--- src/rtl/pipe_hazard_ctrl_pkg.sv ---
// Shared definitions for the pipeline hazard controller: Tnew/Tuse encodings,
// the exception vector, the MDU sequencer state type and the RAW hazard rule.
package pipe_hazard_ctrl_pkg;

  // Tnew/Tuse are 2-bit cycle counts. A Tuse of 3 marks an operand that the
  // instruction never reads. No Tnew can exceed 3, so that operand never stalls.
  localparam logic [1:0] T_0      = 2'd0;
  localparam logic [1:0] T_1      = 2'd1;
  localparam logic [1:0] T_2      = 2'd2;
  localparam logic [1:0] TUSE_NONE = 2'd3;

  // Redirect target that every stage register loads when req is asserted
  localparam logic [31:0] EXC_VECTOR = 32'h0000_4180;

  typedef enum logic {
    MD_IDLE = 1'b0,
    MD_BUSY = 1'b1
  } md_state_e;

  // A D-stage source operand must wait if a younger-producing stage writes it
  // and that result arrives later than the operand is needed. Register 0 is
  // hard-wired to zero, so it never creates a dependency.
  function automatic logic raw_hazard(
    input logic [4:0] src,
    input logic [1:0] tuse,
    input logic [4:0] e_dst,
    input logic [1:0] e_tnew,
    input logic [4:0] m_dst,
    input logic [1:0] m_tnew
  );
    logic from_e;
    logic from_m;
    from_e = (src == e_dst) && (e_tnew > tuse);
    from_m = (src == m_dst) && (m_tnew > tuse);
    return (src != 5'd0) && (from_e || from_m);
  endfunction

endpackage

--- src/rtl/pipe_hazard_ctrl_md_busy_seq.sv ---
// Multiply/divide busy sequencer. An accepted start loads a down-counter with
// the op latency, and busy stays high until that count has expired. Once an op
// has started it cannot be aborted.
module md_busy_seq
  import pipe_hazard_ctrl_pkg::*;
#(
  parameter int MULT_CYCLES = 5,
  parameter int DIV_CYCLES  = 10,
  parameter int CNT_W       = 4
) (
  input  logic clk,
  input  logic reset,
  input  logic start,
  input  logic div,
  input  logic kill,
  output logic busy
);

  md_state_e          state;
  md_state_e          state_nxt;
  logic [CNT_W-1:0]   cnt;
  logic [CNT_W-1:0]   cnt_nxt;

  // State and counter registers; synchronous reset wins over everything
  always_ff @(posedge clk) begin
    // NOTE: sequential state uses non-blocking assignments so every register
    // samples the pre-edge values, independent of statement order.
    if (reset) begin
      state <= MD_IDLE;
      cnt   <= '0;
    end else begin
      state <= state_nxt;
      cnt   <= cnt_nxt;
    end
  end

  // Next-state: accept a start only when idle and not killed, then count down
  always_comb begin
    // NOTE: hold-current defaults first, so no path leaves a signal unassigned
    // and no latch is inferred.
    state_nxt = state;
    cnt_nxt   = cnt;
    unique case (state)
      MD_IDLE: begin
        if (start && !kill) begin
          state_nxt = MD_BUSY;
          cnt_nxt   = div ? CNT_W'(DIV_CYCLES) : CNT_W'(MULT_CYCLES);
        end
      end
      MD_BUSY: begin
        // A start seen here can only be stray; the D stall keeps it from happening
        cnt_nxt = cnt - CNT_W'(1);
        if (cnt == CNT_W'(1)) begin
          state_nxt = MD_IDLE;
        end
      end
      default: begin
        state_nxt = MD_IDLE;
        cnt_nxt   = '0;
      end
    endcase
  end

  assign busy = (state == MD_BUSY);

endmodule

--- src/rtl/pipe_hazard_ctrl.sv ---
// Central pipeline sequencer: RAW and MDU stalls, delay-slot nullify,
// exception redirect, and a count of the cycles in which D was stalled.
module pipe_hazard_ctrl
  import pipe_hazard_ctrl_pkg::*;
#(
  parameter int MULT_CYCLES = 5,
  parameter int DIV_CYCLES  = 10,
  parameter int CNT_W       = 4
) (
  input  logic        clk,
  input  logic        reset,
  input  logic [4:0]  d_rs,
  input  logic [4:0]  d_rt,
  input  logic [1:0]  d_tuse_rs,
  input  logic [1:0]  d_tuse_rt,
  input  logic        d_is_md,
  input  logic        d_nullify,
  input  logic [4:0]  e_dst,
  input  logic [1:0]  e_tnew,
  input  logic [4:0]  m_dst,
  input  logic [1:0]  m_tnew,
  input  logic        e_md_start,
  input  logic        e_md_div,
  input  logic        m_exc,
  output logic        stall_f,
  output logic        stall_d,
  output logic        clear_d,
  output logic        clear_e,
  output logic        req,
  output logic        md_busy,
  output logic [31:0] stall_cycles
);

  logic hazard_rs;
  logic hazard_rt;
  logic md_start_acc;
  logic md_stall;
  logic stall;

  md_busy_seq #(
    .MULT_CYCLES (MULT_CYCLES),
    .DIV_CYCLES  (DIV_CYCLES),
    .CNT_W       (CNT_W)
  ) u_md_busy_seq (
    .clk   (clk),
    .reset (reset),
    .start (e_md_start),
    .div   (e_md_div),
    .kill  (m_exc),
    .busy  (md_busy)
  );

  assign hazard_rs = raw_hazard(d_rs, d_tuse_rs, e_dst, e_tnew, m_dst, m_tnew);
  assign hazard_rt = raw_hazard(d_rt, d_tuse_rt, e_dst, e_tnew, m_dst, m_tnew);

  // A start in E is accepted unless an exception at M flushes it in the same cycle
  assign md_start_acc = e_md_start && !m_exc;
  assign md_stall     = d_is_md && (md_busy || md_start_acc);
  assign stall        = hazard_rs || hazard_rt || md_stall;

  // Stage-register controls in priority order: exception, stall, nullify
  always_comb begin
    stall_f = 1'b0;
    stall_d = 1'b0;
    clear_d = 1'b0;
    clear_e = 1'b0;
    req     = 1'b0;
    if (m_exc) begin
      req = 1'b1;
    end else if (stall) begin
      stall_f = 1'b1;
      stall_d = 1'b1;
      clear_e = 1'b1;
    end else if (d_nullify) begin
      clear_d = 1'b1;
    end
  end

  // Performance counter of stalled D cycles; wraps naturally, cleared only by reset
  always_ff @(posedge clk) begin
    if (reset) begin
      stall_cycles <= '0;
    end else if (stall_d) begin
      stall_cycles <= stall_cycles + 32'd1;
    end
  end

endmodule

--- config.mk ---
export PLATFORM = sky130hd
export DESIGN_NAME = pipe_hazard_ctrl
export DESIGN_NICKNAME = d
export VERILOG_FILES = /design/src/rtl/pipe_hazard_ctrl_pkg.sv /design/src/rtl/pipe_hazard_ctrl_md_busy_seq.sv /design/src/rtl/pipe_hazard_ctrl.sv
export SDC_FILE = /design/constraint.sdc
export NUM_CORES = 1
export LEC_CHECK = 0
export ABC_AREA = 0
export CAP_MARGIN = 30
export CORE_ASPECT_RATIO = 0.75
export CORE_UTILIZATION = 45
export CTS_BUF_LIST = sky130_fd_sc_hd__clkbuf_8
export DETAILED_ROUTE_END_ITERATION = 6
export PLACE_DENSITY = 0.75
export SLEW_MARGIN = 20
export SYNTH_ARGS = -nofsm -noshare
export SYNTH_HDL_FRONTEND = slang
export SYNTH_SLANG_ARGS = --single-unit
--- constraint.sdc ---
create_clock -name clk -period 2.65 [get_ports clk]
set_clock_uncertainty 0.05 [all_clocks]
set_input_delay 0.3975 -clock clk [delete_from_list [all_inputs] [get_ports clk]]
set_output_delay 0.3975 -clock clk [all_outputs]
set_load 0.02 [all_outputs]
* After elaboration in Yosys (flattened, before gate mapping) *
Cells that the tools add are included.

cells by class
  add/sub/neg operators = 2
  $lt $le $gt $ge = 4
  equal/unequal tests = 6
  multiplexer cells = 12
  bitwise gates (word level) = 1
  reduce and logical (&&, ||, !) cells = 16

operators with widths
  cell                                                                number
  32-bit by 1-bit adder with 32-bit output, second input constant     1
  5-bit == test                                                       4
  5-bit nonzero test                                                  2
  2-bit > comparator                                                  4
  1-bit logical AND                                                   8
  1-bit two-way mux                                                   8
  4-bit two-way mux                                                   2
  4-bit one-hot mux with 2 select lines                               1
  1-bit logical OR                                                    5
  4-bit by 1-bit == test with 1-bit output, second input constant     1
  4-bit by 1-bit subtractor with 4-bit output, second input constant  1
  2-bit != test, second input constant                                1
  1-bit one-hot mux with 2 select lines                               1
  1-bit zero test                                                     1
  1-bit inverter                                                      1

storage, ports and cells
  flip-flop bits (word level) = 37
  output and inout port bits = 38
  logic and storage cells = 44

* Logic depth before layout (Yosys ltp) *
Gate-level depths: netlist of run 1.

  depth in word-level cells = 8
  mapped depth = 10
  mapped depth without buffers = 8

* Hierarchy *
A second synthesis of run 1 with hierarchy kept.

second synthesis, totals
  cell total of the unflattened synthesis = 292
  area, all modules = 2,436.1 µm²

modules (own cells, without submodules)
  module            times used  cells an instance  area an instance (µm²)
  pipe_hazard_ctrl  1           261                2,134.5
  md_busy_seq       1           31                 301.5

* Least setup slack after synthesis of run 1 *
No wires, ideal clock.

  kind = input-to-output
  start point = in d_tuse_rs[1]
  end point = out stall_d
  arrival = 2.187 ns
  slack = 0.016 ns
  cell stages on the path = 10
  buffers on the path = 3
  path through = inv_1 > ha_1 > nor2b_1 > o2111ai_1 > o22ai_1 > a31oi_4 > buf_4 > buf_2 > nand2_1 > buf_4

on the way
  cells in the longest elaborated chain, start to end = 8
  elaborated cells between the ends (all ways) = 10
  those cells by class = order compare: 2; mux: 2; reduce/logical: 6

RTL lines
  item                                   line                                                    RTL
  start: declaration                     pipe_hazard_ctrl.sv:14                                  input logic [1:0] d_tuse_rs,
  2-bit > comparator (on tied branches)  pipe_hazard_ctrl_pkg.sv:33, pipe_hazard_ctrl_pkg.sv:34
  1-bit logical AND (on tied branches)   pipe_hazard_ctrl_pkg.sv:33, pipe_hazard_ctrl_pkg.sv:34
  1-bit logical OR *                     pipe_hazard_ctrl_pkg.sv:35                              return (src != 5'd0) && (from_e || from_m);
  1-bit logical AND *                    pipe_hazard_ctrl_pkg.sv:35
  1-bit logical OR * (2 in a row)        pipe_hazard_ctrl.sv:59                                  assign stall = hazard_rs || hazard_rt || md_stall;
  1-bit two-way mux * (2 in a row)       --
  end: declaration                       pipe_hazard_ctrl.sv:26                                  output logic stall_d,

Every way passes the cells marked *; elsewhere a longest branch is shown, timed or not.

* Worst setup path after layout of run 1 *
  start point = in e_tnew[1]
  end point = out clear_d

on the way
  cells in the longest elaborated chain, start to end = 8
  elaborated cells between the ends (all ways) = 12
  those cells by class = order compare: 2; mux: 2; reduce/logical: 8

RTL lines
  item                             line                        RTL
  start: declaration               pipe_hazard_ctrl.sv:19      input logic [1:0] e_tnew,
  2-bit > comparator               pipe_hazard_ctrl_pkg.sv:33  from_e = (src == e_dst) && (e_tnew > tuse);
  1-bit logical AND                pipe_hazard_ctrl_pkg.sv:33
  1-bit logical OR                 pipe_hazard_ctrl_pkg.sv:35
  1-bit logical AND                pipe_hazard_ctrl_pkg.sv:35
  1-bit logical OR * (2 in a row)  pipe_hazard_ctrl.sv:59
  1-bit two-way mux *              pipe_hazard_ctrl.sv:70      end else if (stall) begin
  1-bit two-way mux *              pipe_hazard_ctrl.sv:68      if (m_exc) begin
  end: declaration                 pipe_hazard_ctrl.sv:27      output logic clear_d,

Marks and branches as above.

==> results of run 1 <==
==> layer usage <==
layer / vias up / part of all wire [%]
met5: - / 0
met4: 0 / 0.61
met3: 8 / 4.8
met2: 84 / 44
met1: 1312 / 50
li1: 1340 / -
==> worst max-delay path, cell delays in order <==
cell           delay (ns)
dlygate4sd2_1        0.35
ha_4                 0.26
nand2_1              0.06
nand4_1              0.16
nor4_4               0.36
o22a_1               0.22
a221oi_2             0.05
and3_1               0.20
buf_6                0.13
==> through the flow <==
| stage | hold WS, ns | utilization, % |
|---|---|---|
| floorplan | 0.448 | - |
| global placement | 0.460 | 62.5 |
| detailed placement | 0.457 | 62.5 |
| CTS | 0.468 | 66.7 |
| global route | 0.500 | 68.6 |
| finish | 0.471 | 68.6 |
==> registers in the layout, indices dropped and copies added, names as in the netlist <==
name / flops
u_md_busy_seq.cnt: 4
u_md_busy_seq.busy: 1
stall_cycles: 32
==> cell usage after synthesis (all sizes together), types with 3 or more instances <==
library cell and instances:
ha 11, nor2 38, xnor2 16, a2111oi 11, dfxtp 37, xor2 4
nand3 22, a21oi 21, inv 13, buf 11, a211oi 4, clkbuf 10
and3 8, mux2 30, nor2b 29, nand4 12, nor4 4, nand2 13
and4 3
==> kinds of logic (layout without fill, tap and decap cells) <==
kind of cell               count (synthesis)  count (layout)  share of synthesized area [%]
and+or+nand+nor                          140             140                           27.7
adders and majority gates                 11              11                           5.07
muxes                                     30              30                           12.4
DFF                                       37              37                           27.3
xor gates and xnor gates                  20              20                           6.45
buffers and inverters                     34             122                           5.80
AOI/OAI and AO/OA                         52              52                           15.3
==> layout make-up <==
class / count / area [um^2] / area share [%]
Tap cell: 78 / 97.6 / 2.44
Clock buffer: 7 / 96.3 / 2.41
Timing Repair Buffer: 101 / 972 / 24.3
Multi-Input combinational cell: 253 / 2040 / 50.9
Sequential cell: 37 / 741 / 18.5
Inverter: 13 / 48.8 / 1.22
Clock inverter: 1 / 5.00 / 0.125
==> path summary, 6_finish.rpt <==
| path | slack [ns] | cells after the start | to |
|---|---|---|---|
| max reg2reg | 0.30 | 6 | stall_cycles[27]$_SDFFE_PP0P_ |
| min reg2reg | 0.47 | 2 | stall_cycles[1]$_SDFFE_PP0P_ |
| min | 0.47 | 2 | stall_cycles[1]$_SDFFE_PP0P_ |
| max | 0.03 | 9 | clear_d |
==> where the power goes <==
part / internal, W / switching, W / leakage (nW)
registers: 0.000564 / 0.0000123 / 0.299
logic: 0.000142 / 0.000147 / 1.23
clock network: 0.000235 / 0.000215 / 0.0542
==> what timing repair did <==
action,4_1_cts,5_1_grt
endpoints found under the setup margin,24,24
pin swaps,12,9
resized for setup,47,27
==> metrics.yaml, run 1 <==
arrival_ns: 2.17
drive_gt1_share_pct: 24.3
drc: 0
p_per_area_mw_per_mm2: 329
fp.dieW_um: 91.7
syn-num-nets: 370
synth-seq-cells: 37
finalWorstPathRequiredPeriod_ns: 2.62
finalSetupTns_ns: 0
io_buffers: 72
grt_pass1_wl_um: 12500
fin_crit_sh_pct: 98.9
vias: 2744
initial_utilization_pct: 46.6
tightest_slew_ns: 0.590
clock-sinks: 37
drv_cap: 0
hpwl_um: 5530
crit_path_start: "e_tnew[1]"
r2r-start: "stall_cycles[4]$_SDFFE_PP0P_"
drt-total-wl_um: 7890
placed_cells: 482
p_leak_nw: 1.58
dr.pass1.iters: 4
clock_path_buffers: 2
clock.fmax_mhz: 381
start_kind: "input pin"
cts_hold_buf: 0
syn_area_per_cell_um2: 8.38
grtUsageMet1_pct: 37.0
grt_pass1_vias: 2481
root_buffer: "clkbuf_8"
fillCellCount: 467
grt_max_degree: 34
synthCells: 324
ir_drop_mv: 0.235
synth_area_mm2: 0.00272
final_cell_mix: "clkdlybuf4s50_1, nor2_1, dfxtp_1, nor2b_1, buf_4"
outcome: "finished, final reports clean"
die-area_mm2: 0.00635
synth.distinct_cells: 47
dp_slack_ns: -0.619
met2_usage_pct: 37.3
synth.yosys.warnings: 0
htree_levels: 2
cts_tree: "done"
drtIter0Drc: 151
hold_viol: 0
fin_cells: 490
grt_busiest_layer: "met2"
num_rows: 24
place_area_mm2: 0.00364
drv_slew: 0
coreArea_mm2: 0.00583
yosys.area.top_type_share_pct: 27.3
die_y_um: 69.3
insertion_delay_ns: 0.30
diodes: 0
use_met3_pct: 4.28
post-cts-setup-buffers: 0
synthToLayoutAreaGrowth_pct: 47.1
postSynth.asyncResetShare_pct: 0
routedWlPerCell_um: 16.1
synth_edf_count: 0
cts_buffers: 5
ant_nets: 0
power_w: 0.00132
worst_slack_ns: 0.0280
min_path_type: "reg -> reg"
crit_path_end_kind: "primary output"
min-delay-start: "stall_cycles[1]$_SDFFE_PP0P_"
synth_top_cell_by_area: "dfxtp_1"
path_class: "in -> out"
final_common_cell: "clkdlybuf4s50_1"
synth.area.top_cells: "dfxtp_1, mux2_2, nor2b_1, nor2_1, xnor2_1"
fin_nets: 457
cp.required_ns: 2.20
track_usage_pct: 24.7
avgViaCountPerCell: 5.60
max_slew_margin_pct: 60.6
antenna_found_initial: 0
design_area_mm2: 0.00400
synth_ff_type: "dfxtp_1"
clk_pin_slew_ns: 0.08
gr-total-overflow: 0
pin_count: 73
setup_viol: 0
place_congestion: 0.896
crit_fanout: 2
synth_seq_area_share_pct: 27.3
Power figures use the tool's default switching activity.
==> run 2: changes to the inputs <==
--- a/config.mk
+++ b/config.mk
@@ -11,8 +11,9 @@
 export CORE_UTILIZATION = 45
 export CTS_BUF_LIST = sky130_fd_sc_hd__clkbuf_8
 export DETAILED_ROUTE_END_ITERATION = 6
-export PLACE_DENSITY = 0.75
+export PLACE_DENSITY = 0.77
 export SLEW_MARGIN = 20
 export SYNTH_ARGS = -nofsm -noshare
 export SYNTH_HDL_FRONTEND = slang
+export SYNTH_HIERARCHICAL = 1
 export SYNTH_SLANG_ARGS = --single-unit
==> metrics.yaml, run 2 <==
outcome: "finished, final reports clean"
clock-sinks: 37
finalWorstPathRequiredPeriod_ns: 2.63
pin_count: 73
die-area_mm2: 0.00572
fin_nets: 437
die_y_um: 65.7
synth_area_mm2: 0.00244
diodes: 0
fp.dieW_um: 87.0
drc: 0
synth-seq-cells: 37
ir_drop_mv: 0.251
gr-total-overflow: 0
dr.pass1.iters: 4
cp.required_ns: 2.20
synth_most_common_cell: "dfxtp_1"
place_congestion: 0.870
hpwl_um: 4890
cts_tree: "done"
ant_nets: 0
synth_edf_count: 0
clk_pin_slew_ns: 0.07
max_slew_margin_pct: 73.6
slowest_delay_ns: 0.55
routedWlPerCell_um: 15.3
finalSetupTns_ns: 0
drt-total-wl_um: 7090
p_per_area_mw_per_mm2: 341
clock_path_buffers: 2
cp_slowest_cell: "or4_4"
drtIter0Drc: 141
vias: 2597
cts_hold_buf: 0
synth.area.top_cells: "dfxtp_1, a21oi_1, xnor2_1, ha_1, nand4_1"
insertion_delay_ns: 0.29
coreArea_mm2: 0.00504
avgViaCountPerCell: 5.61
multi_input_area_mm2: 0.00171
start_kind: "input pin"
grt_pass1_vias: 2387
drv_cap: 0
num_rows: 22
synth_top_cell_by_area: "dfxtp_1"
arrival_ns: 2.18
grt_max_degree: 39
setup_viol: 0
root_buffer: "clkbuf_8"
crit_path_end_kind: "primary output"
syn-num-nets: 338
synth_ff_type: "dfxtp_1"
drv_slew: 0
htree_levels: 2
syn_area_per_cell_um2: 8.34
p_leak_nw: 1.46
tightest_slew_ns: 0.395
cts_buffers: 5
final_util_pct: 74.6
fin_cells: 463
final_cell_mix: "clkdlybuf4s50_1, dfxtp_1, buf_4, a21oi_1, dlymetal6s2s_1"
synth.yosys.warnings: 6
io_buffers: 72
synth.distinct_cells: 47
min_path_type: "reg -> reg"
placed_cells: 451
yosys.area.top_type_share_pct: 30.4
hold_viol: 0
synthCells: 292
track_usage_pct: 23.9
postSynth.asyncResetShare_pct: 0
top_register: "stall_cycles"
initial_utilization_pct: 48.4
seq_area_um2: 741
final_common_cell: "clkdlybuf4s50_1"
reg2reg_slack_ns: 0.36
path_class: "in -> out"
fin_crit_sh_pct: 99.2
synthToLayoutAreaGrowth_pct: 54.3
power_w: 0.00128
clock.fmax_mhz: 380
crit_chain: "clkdlybuf4s50_1, or4_4, buf_4, o221ai_2, and3_4, inv_4, buf_6"
grt_pass1_wl_um: 10800
drive_gt1_share_pct: 22.0
yosys-top-cells-count: "dfxtp_1, a21oi_1, inv_1"
synth_seq_area_share_pct: 30.4
largest_reg_flops: 32
crit_fanout: 4
fillCellCount: 354
antenna_found_initial: 0
-- run 2: worst max-delay path: cells and delay by family --
family	cells	cell delay [ns]
and+or+nand+nor	2	0.81
AOI/OAI and AO/OA	1	0.17
buffers and inverters	4	0.79
-- run 2: cell families (layout without fill, tap and decap cells) --
group,Yosys count,count (layout),synth area share [%]
AND/OR/NAND/NOR,109,109,27.8
AO/OA/AOI/OAI,76,76,20.6
flip-flops,37,37,30.4
buffers and inverters,34,133,6.37
XOR/XNOR,24,24,8.63
adder cells (fa/ha/maj),11,11,5.65
multiplexers,1,1,0.462
-- run 2: timing repair --
| item | CTS | global route |
|---|---|---|
| cloned | 0 | 1 |
| resized for setup | 23 | 52 |
| endpoints found under the setup margin | 31 | 32 |
| buffers inserted | 0 | 4 |
| pin swaps | 5 | 18 |
-- run 2: report_power, final --
group / switching [W] / leakage [nW] / internal (W)
registers: 0.0000134 / 0.299 / 0.000565
logic: 0.000145 / 1.12 / 0.000154
clock network: 0.000199 / 0.0433 / 0.000206
total: 0.000357 / 1.46 / 0.000925
-- run 2: final cells by class --
cell class,instances,share of cell area (%)
clock buffers,6,2.20
well taps,72,2.40
clock inverters,1,0.200
repair buffers,105,27.8
inverters,21,2.16
multi-input cells,221,45.5
flip-flops and latches,37,19.7
-- run 2: worst paths after layout --
| check | startpoint | depth (start not counted) | end |
|---|---|---|---|
| worst max-delay path | d_rt[3] | 7 | stall_f |
| worst min register to register | stall_cycles[31]$_SDFFE_PP0P_ | 2 | stall_cycles[31]$_SDFFE_PP0P_ |
| worst max register to register | stall_cycles[17]$_SDFFE_PP0P_ | 7 | stall_cycles[31]$_SDFFE_PP0P_ |
| worst min-delay path | stall_cycles[31]$_SDFFE_PP0P_ | 2 | stall_cycles[31]$_SDFFE_PP0P_ |
-- run 2: through the flow --
step	hold WS [ns]	setup slack, ns	cell area (um^2)
6_report	0.446	0.0215	3760
5_1_grt	0.488	-0.0453	3760
4_1_cts	0.440	-0.0672	3490
3_5_place_dp	0.431	-0.642	3380
3_3_place_gp	0.411	-0.554	3380
2_1_floorplan	0.417	0.0971	2440
-- run 2: layer usage --
metal | GRT usage, % | vias up | part of all wire [%] | wire length [um]
met3 | 5.03 | 13 | 4.8 | 337
li1 | - | 1288 | - | -
met2 | 38.1 | 78 | 48 | 3380
met4 | 8.13 | 0 | 1.9 | 138
met5 | 0 | - | 0 | 0
met1 | 32.1 | 1218 | 46 | 3230
==> RTL edit 1, RTL diff (config.mk and constraints of run 1) <==
Add an input register stage for `e_md_div`, without a reset; this delays it by one clock. The other inputs are not delayed to match.
--- a/src/rtl/pipe_hazard_ctrl.sv
+++ b/src/rtl/pipe_hazard_ctrl.sv
@@ -31,6 +31,12 @@
   output logic [31:0] stall_cycles
 );
 
+  logic e_md_div_q;
+
+  always_ff @(posedge clk) begin
+    e_md_div_q <= e_md_div;
+  end
+
   logic hazard_rs;
   logic hazard_rt;
   logic md_start_acc;
@@ -45,7 +51,7 @@
     .clk   (clk),
     .reset (reset),
     .start (e_md_start),
-    .div   (e_md_div),
+    .div   (e_md_div_q),
     .kill  (m_exc),
     .busy  (md_busy)
   );
Check against the original RTL: not equivalent (Yosys sat finds a counterexample within 10 cycles, from zero or initial values and one cycle with reset high).
==> RTL edit 1 against run 1 <==
  * Cell count up 1.2%
  * Clock power up 5.8%
  * Largest cell class unchanged
  * Maximum frequency down 4.2%
  * Sequential power up 3%
  * Wire length up 13%
  * Setup slack worse by 0.11 ns
  * Total power up 5.4%
  * Sequential cell count up 1
  * Design area up 7.2%
  * The flow now finishes with violations (negative setup slack)
  * Synthesized area up 0.74%
  * Utilization up 5.0 points
==> RTL edit 1: results (changes against run 1) <==
** Status
- Outcome :: complete, but fails checks
- Violated checks :: negative setup slack

** Global routing
- Via count of the first global-routing pass :: 2,664 (+7.4%)
- Global router's overall resource usage :: 25.6% (+0.93 points)
- Global-route wire length before repair :: 13,100 microns (+5.0%)
- The largest net degree at the start of global routing was 44 (+29%).

** Cells and area
- The number of nets in the finished design is 463 (+1.3%).
- The largest registers in the layout are stall_cycles: 32 flops, u_md_busy_seq.cnt: 4 flops.
- Share of post-route cells with drive strength above 1 :: 26.3% (+2.0 points)

** Logic synthesis
- Syn_nets :: 371 (+0.27%)
- By count the netlist is led by sky130_fd_sc_hd__dfxtp_1 (38), sky130_fd_sc_hd__nor2_1 (38), sky130_fd_sc_hd__nor2b_1 (29).
- Yosys attributes the largest share of cell area to sky130_fd_sc_hd__dfxtp_1 (28%), sky130_fd_sc_hd__mux2_2 (9.5%), sky130_fd_sc_hd__nor2b_1 (6.6%).
- The sequential cell area fraction in the yosys report was 27.8% (+0.53 points).

** Placement
- The detailed placer's ending HPWL is 5660 microns (+2.3%).
- Placer congestion estimate :: 0.877 (-2.1%)

** Detailed routing
- Number of DRC markers in iteration 0 :: 220 (+46%)
- Vias after detailed routing :: 2,913 (+6.2%)
- Wire length per cell after detailed routing :: 18.0 microns (+12%)
- The detailed-router iteration count before antenna repair came to 5 (+1).

** STA
- The final count of negative-setup-slack endpoints is 19 (+19).
- Final worst-path setup slack :: -0.0863 ns (-0.114 ns)
- Sum of negative setup slack :: -0.641 ns (-0.641 ns)
- The max-slew headroom at the worst pin was 53.5% (-7.1 points).

** Min path
- In this run the worst hold path is classified as flip-flop to flip-flop.

** Setup path
- The data arrival time of the critical path is 2.87 ns (+0.70 ns).
- The top fanout value on the critical path is 8 (+6).

** Power and ir drop
- Leakage component of the power :: 1.74 nW (+9.8%)
## RTL edit 1: cell types whose count changed after synthesis, sizes merged
cell	change
dfxtp	+1
## RTL edit 1: path summary, 6_finish.rpt
path	from	to	slack, ns	cells after the start
setup / recovery	d_rs[2]	stall_cycles[21]$_SDFFE_PP0P_	-0.09	7
setup reg to reg	stall_cycles[4]$_SDFFE_PP0P_	stall_cycles[27]$_SDFFE_PP0P_	0.23	6
hold / removal	e_md_div_q$_DFF_P_	u_md_busy_seq.cnt[1]$_SDFFE_PP0N_	0.48	2
hold reg to reg	e_md_div_q$_DFF_P_	u_md_busy_seq.cnt[1]$_SDFFE_PP0N_	0.48	2
## RTL edit 1: cells by family (layout without fill, tap and decap cells)
logic type,Yosys count,in the layout,synth area share (%)
and+or+nand+nor,140,140,27.5
buffers and inverters,34,127,5.76
adders and majority gates,11,11,5.03
muxes,30,30,12.3
xor gates and xnor gates,20,20,6.40
DFF,38,38,27.8
AOI/OAI and AO/OA,52,52,15.2
## RTL edit 1: cell type report
| type | instances | area [sq um] |
|---|---|---|
| well taps | 78 | 97.6 |
| multi-input cells | 253 | 2130 |
| repair buffers | 106 | 1140 |
| inverters | 13 | 48.8 |
| flip-flops and latches | 38 | 761 |
| fillers | 386 | 1540 |
| clock buffers | 8 | 110 |
## RTL edit 1: worst max-delay path: stages
cell                              delay (ns)
sky130_fd_sc_hd__clkdlybuf4s50_1        0.47
sky130_fd_sc_hd__xnor2_1                0.29
sky130_fd_sc_hd__nand4_1                0.23
sky130_fd_sc_hd__o22ai_4                0.25
sky130_fd_sc_hd__a31oi_4                0.24
sky130_fd_sc_hd__a2111oi_1              0.58
sky130_fd_sc_hd__mux2_2                 0.40
## RTL edit 1: layer usage
metal,up-vias,share of wire [%],GRT usage (%)
met3,26,6.7,4.71
met1,1406,45,36.8
met5,-,0,0
li1,1347,-,-
met2,134,46,39.5
met4,0,2.4,6.60
## RTL edit 1: metrics by stage
stage | std cells | cell area [sq um] | utilization (%) | setup WS, ns | hold slack, ns
finish | 496 | 4290 | 73.6 | -0.0863 | 0.481
global route | 496 | 4290 | 73.6 | -0.177 | 0.487
CTS | 491 | 4020 | 69.1 | -0.0975 | 0.476
detailed placement | 480 | 3640 | 62.4 | -0.602 | 0.462
global placement | 480 | 3640 | 62.4 | -0.616 | 0.453
floorplan | 325 | 2740 | - | 0.0156 | 0.375
## RTL edit 1: repair_timing
| action | 4_1_cts | 5_1_grt |
|---|---|---|
| pin swaps | 7 | 17 |
| gates resized for setup | 61 | 47 |
| buffers inserted | 0 | 3 |
| endpoints found under the setup margin | 33 | 34 |
| hold buffers | 0 | 0 |
| gates cloned | 3 | 2 |
## RTL edit 1: report_power, final
part           internal [mW]  switching, mW
Sequential             0.580         0.0120
Clock                  0.263          0.213
Combinational          0.156          0.163
==> RTL edit 2, RTL diff (flow settings as in run 1) <==
Made on the original files. `DIV_CYCLES` is set to 10 in 2 places; all go to 5.
--- a/src/rtl/pipe_hazard_ctrl_md_busy_seq.sv
+++ b/src/rtl/pipe_hazard_ctrl_md_busy_seq.sv
@@ -5,7 +5,7 @@
   import pipe_hazard_ctrl_pkg::*;
 #(
   parameter int MULT_CYCLES = 5,
-  parameter int DIV_CYCLES  = 10,
+  parameter int DIV_CYCLES  = 5,
   parameter int CNT_W       = 4
 ) (
   input  logic clk,
--- a/src/rtl/pipe_hazard_ctrl.sv
+++ b/src/rtl/pipe_hazard_ctrl.sv
@@ -4,7 +4,7 @@
   import pipe_hazard_ctrl_pkg::*;
 #(
   parameter int MULT_CYCLES = 5,
-  parameter int DIV_CYCLES  = 10,
+  parameter int DIV_CYCLES  = 5,
   parameter int CNT_W       = 4
 ) (
   input  logic        clk,
Behaviour: not the same (Yosys sat finds a counterexample within 10 cycles, from zero or initial values and one cycle with reset high).
==> RTL edit 2 against run 1 <==
  * The run now ends with design-rule violations, negative setup slack left
  * Synthesized cell count down 14%
  * Total power down 7.5%
  * Global-route usage down 0.48 points
  * Synthesized area down 17%
  * Non-clock buffer count down 6
  * Die area down 16%
  * Wire length down 13%
  * Largest power group unchanged
  * First-iteration DRC count down 19%
  * Cell count down 14%
  * Hold slack worse by 0.029 ns
  * Sequential cell count unchanged
  * Setup slack worse by 0.073 ns
  * Design area down 12%
  * Highest routed layer unchanged
==> RTL edit 2: results (changes against run 1) <==
** Cells and area
- The fill cell total of the finished layout is 324 (-31%).
- Final Cell Area :: 0.00352 sq mm (-12%)
- Register containing the most flip-flops in the final layout :: stall_cycles
- Share of post-route cells with drive strength above 1 :: 19.6% (-4.7 points)
- The number of nets in the finished design came to 409 (-11%).

** Logic synthesis
- By count the netlist is led by sky130_fd_sc_hd__dfxtp_1 (37), sky130_fd_sc_hd__a21oi_1 (35), sky130_fd_sc_hd__o21ai_0 (20).
- Distinct cell type count of the synthesized netlist :: 36 (-23%)
- The number of warning messages in the yosys log is 0 (unchanged).
- Proportion of synthesized chip area in sequential cells :: 32.7% (+5.4 points)
- Syn_nets :: 325 (-12%)
- After synthesis, the cell types taking the most area are sky130_fd_sc_hd__dfxtp_1 (33%), sky130_fd_sc_hd__a21oi_1 (7.7%), sky130_fd_sc_hd__ha_1 (6.1%).

** Min path
- Classification of the worst-slack hold path :: flip-flop to flip-flop

** Detailed routing
- Vias after detailed routing :: 2,415 (-12%)
- Drt drc :: 6 (+6)
- First-pass iteration count of the detailed router :: 6 (+2)
- The number of design-rule violations left by the first detailed-router iteration was 122 (-19%).
- Routed Wire Length :: 6870 microns (-13%)

** Global routing
- Antenna violations before repair :: 0 (unchanged)
- The met1 track demand over resource was 36.1% (-0.92 points).
- The number of global-route vias before repair was 2,097 (-15%).
- M3 GR Usage :: 4.72% (+0.44 points)
- The largest net degree at the start of global routing is 23 (-32%).
- The met2 usage in global routing was 36.6% (-0.68 points).
- The wire length of the first global-routing pass is 10,300 microns (-17%).
- Global router's overall resource usage :: 24.2% (-0.48 points)

** Setup path
- Delay of the slowest cell on the worst path :: 0.45 ns (+0.09 ns)
- The largest individual stage delay along the critical path comes from the cell sky130_fd_sc_hd__nor4_2.
- The top fanout value on the critical path came to 5 (+3).
- Arrival time at the worst endpoint :: 2.25 ns (+0.08 ns)

** Status
- The run finished, with violations left.
- Violated checks :: design-rule violations, negative setup slack

** STA
- Final worst-path setup slack :: -0.0453 ns (-0.0734 ns)
- Setup violators final :: 20 (+20)
- The slew at the pin closest to its max-slew limit was 0.488 ns (-0.101 ns).

** Power and ir drop
- The largest voltage drop on the vdd net came to 225 uV (-4.3%).
- Leakage component of the power :: 1.40 nW (-12%)

** Placement
- Placer congestion estimate :: 0.872 (-2.7%)
- The detailed placer's ending HPWL was 4580 microns (-17%).
- Cell area after placement :: 0.00312 sq mm (-14%)
- Port buffer count :: 71 (-1.4%)
-- RTL edit 2: cell types whose count changed after synthesis, moves of 9 or more --
cell / before / now
sky130_fd_sc_hd__or4_1: 2 / 11
sky130_fd_sc_hd__nor2_1: 38 / 7
sky130_fd_sc_hd__mux2_2: 23 / 0
sky130_fd_sc_hd__o21ai_0: 1 / 20
sky130_fd_sc_hd__nor2b_1: 29 / 3
sky130_fd_sc_hd__or3_1: 0 / 19
sky130_fd_sc_hd__a21oi_1: 21 / 35
-- RTL edit 2: layout make-up --
class	instances	area share (%)
clock buffer	5	1.95
tap	57	2.02
inverter	12	1.35
sequential	37	21.0
timing repair buffer	95	27.7
clock inverter	1	0.142
multi-input combinational	212	45.8
-- RTL edit 2: final timing paths --
check / from / slack (ns) / cells past startpoint / to
worst max register to register: stall_cycles[11]$_SDFFE_PP0P_ / 0.44 / 7 / stall_cycles[31]$_SDFFE_PP0P_
worst max-delay path: e_tnew[0] / -0.05 / 10 / stall_d
worst min-delay path: u_md_busy_seq.cnt[2]$_SDFFE_PP0N_ / 0.44 / 1 / u_md_busy_seq.cnt[2]$_SDFFE_PP0N_
worst min register to register: u_md_busy_seq.cnt[2]$_SDFFE_PP0N_ / 0.44 / 1 / u_md_busy_seq.cnt[2]$_SDFFE_PP0N_
-- RTL edit 2: report_power, final --
part	switching, mW	internal [mW]	leakage (nW)
Sequential	0.00996	0.564	0.299
Clock	0.187	0.173	0.0399
Combinational	0.139	0.144	1.06
-- RTL edit 2: cells by family after synthesis --
kind of cell / share of synthesized area, %
AO/OA/AOI/OAI: 18.3
XOR/XNOR: 8.50
adder cells (fa/ha/maj): 6.07
buffers and inverters: 6.13
flip-flops: 32.7
multiplexers: 0.938
AND/OR/NAND/NOR: 27.4
-- RTL edit 2: critical path, delay by kind of cell --
family                     cells  cell delay [ns]
adders and majority gates      1             0.29
AOI/OAI and AO/OA              2             0.44
buffers and inverters          4             0.45
and+or+nand+nor                3             0.66
-- RTL edit 2: repair_timing --
| item | CTS | global route |
|---|---|---|
| hold buffers | 0 | 0 |
| setup endpoints to repair | 25 | 24 |
| gates cloned | 1 | 1 |
| pin swaps | 17 | 24 |
| resized for setup | 42 | 58 |
-- RTL edit 2: metrics by stage --
stage	cells	setup TNS (ns)	worst slack [ns]	hold WS, ns
floorplan	279	0	0.0148	0.389
global placement	411	-12.26	-0.544	0.414
detailed placement	411	-13.42	-0.585	0.416
CTS	418	0	0.0140	0.426
global route	419	-2.24	-0.124	0.468
finish	419	-0.548	-0.0453	0.442
-- RTL edit 2: metal layers --
layer  share of wire (%)  up-vias  wire, microns
met5                   0        -              0
met2                  45       57           3130
met3                 4.1        4            285
met1                  50     1141           3440
li1                    -     1213              -
met4                0.36        0             25
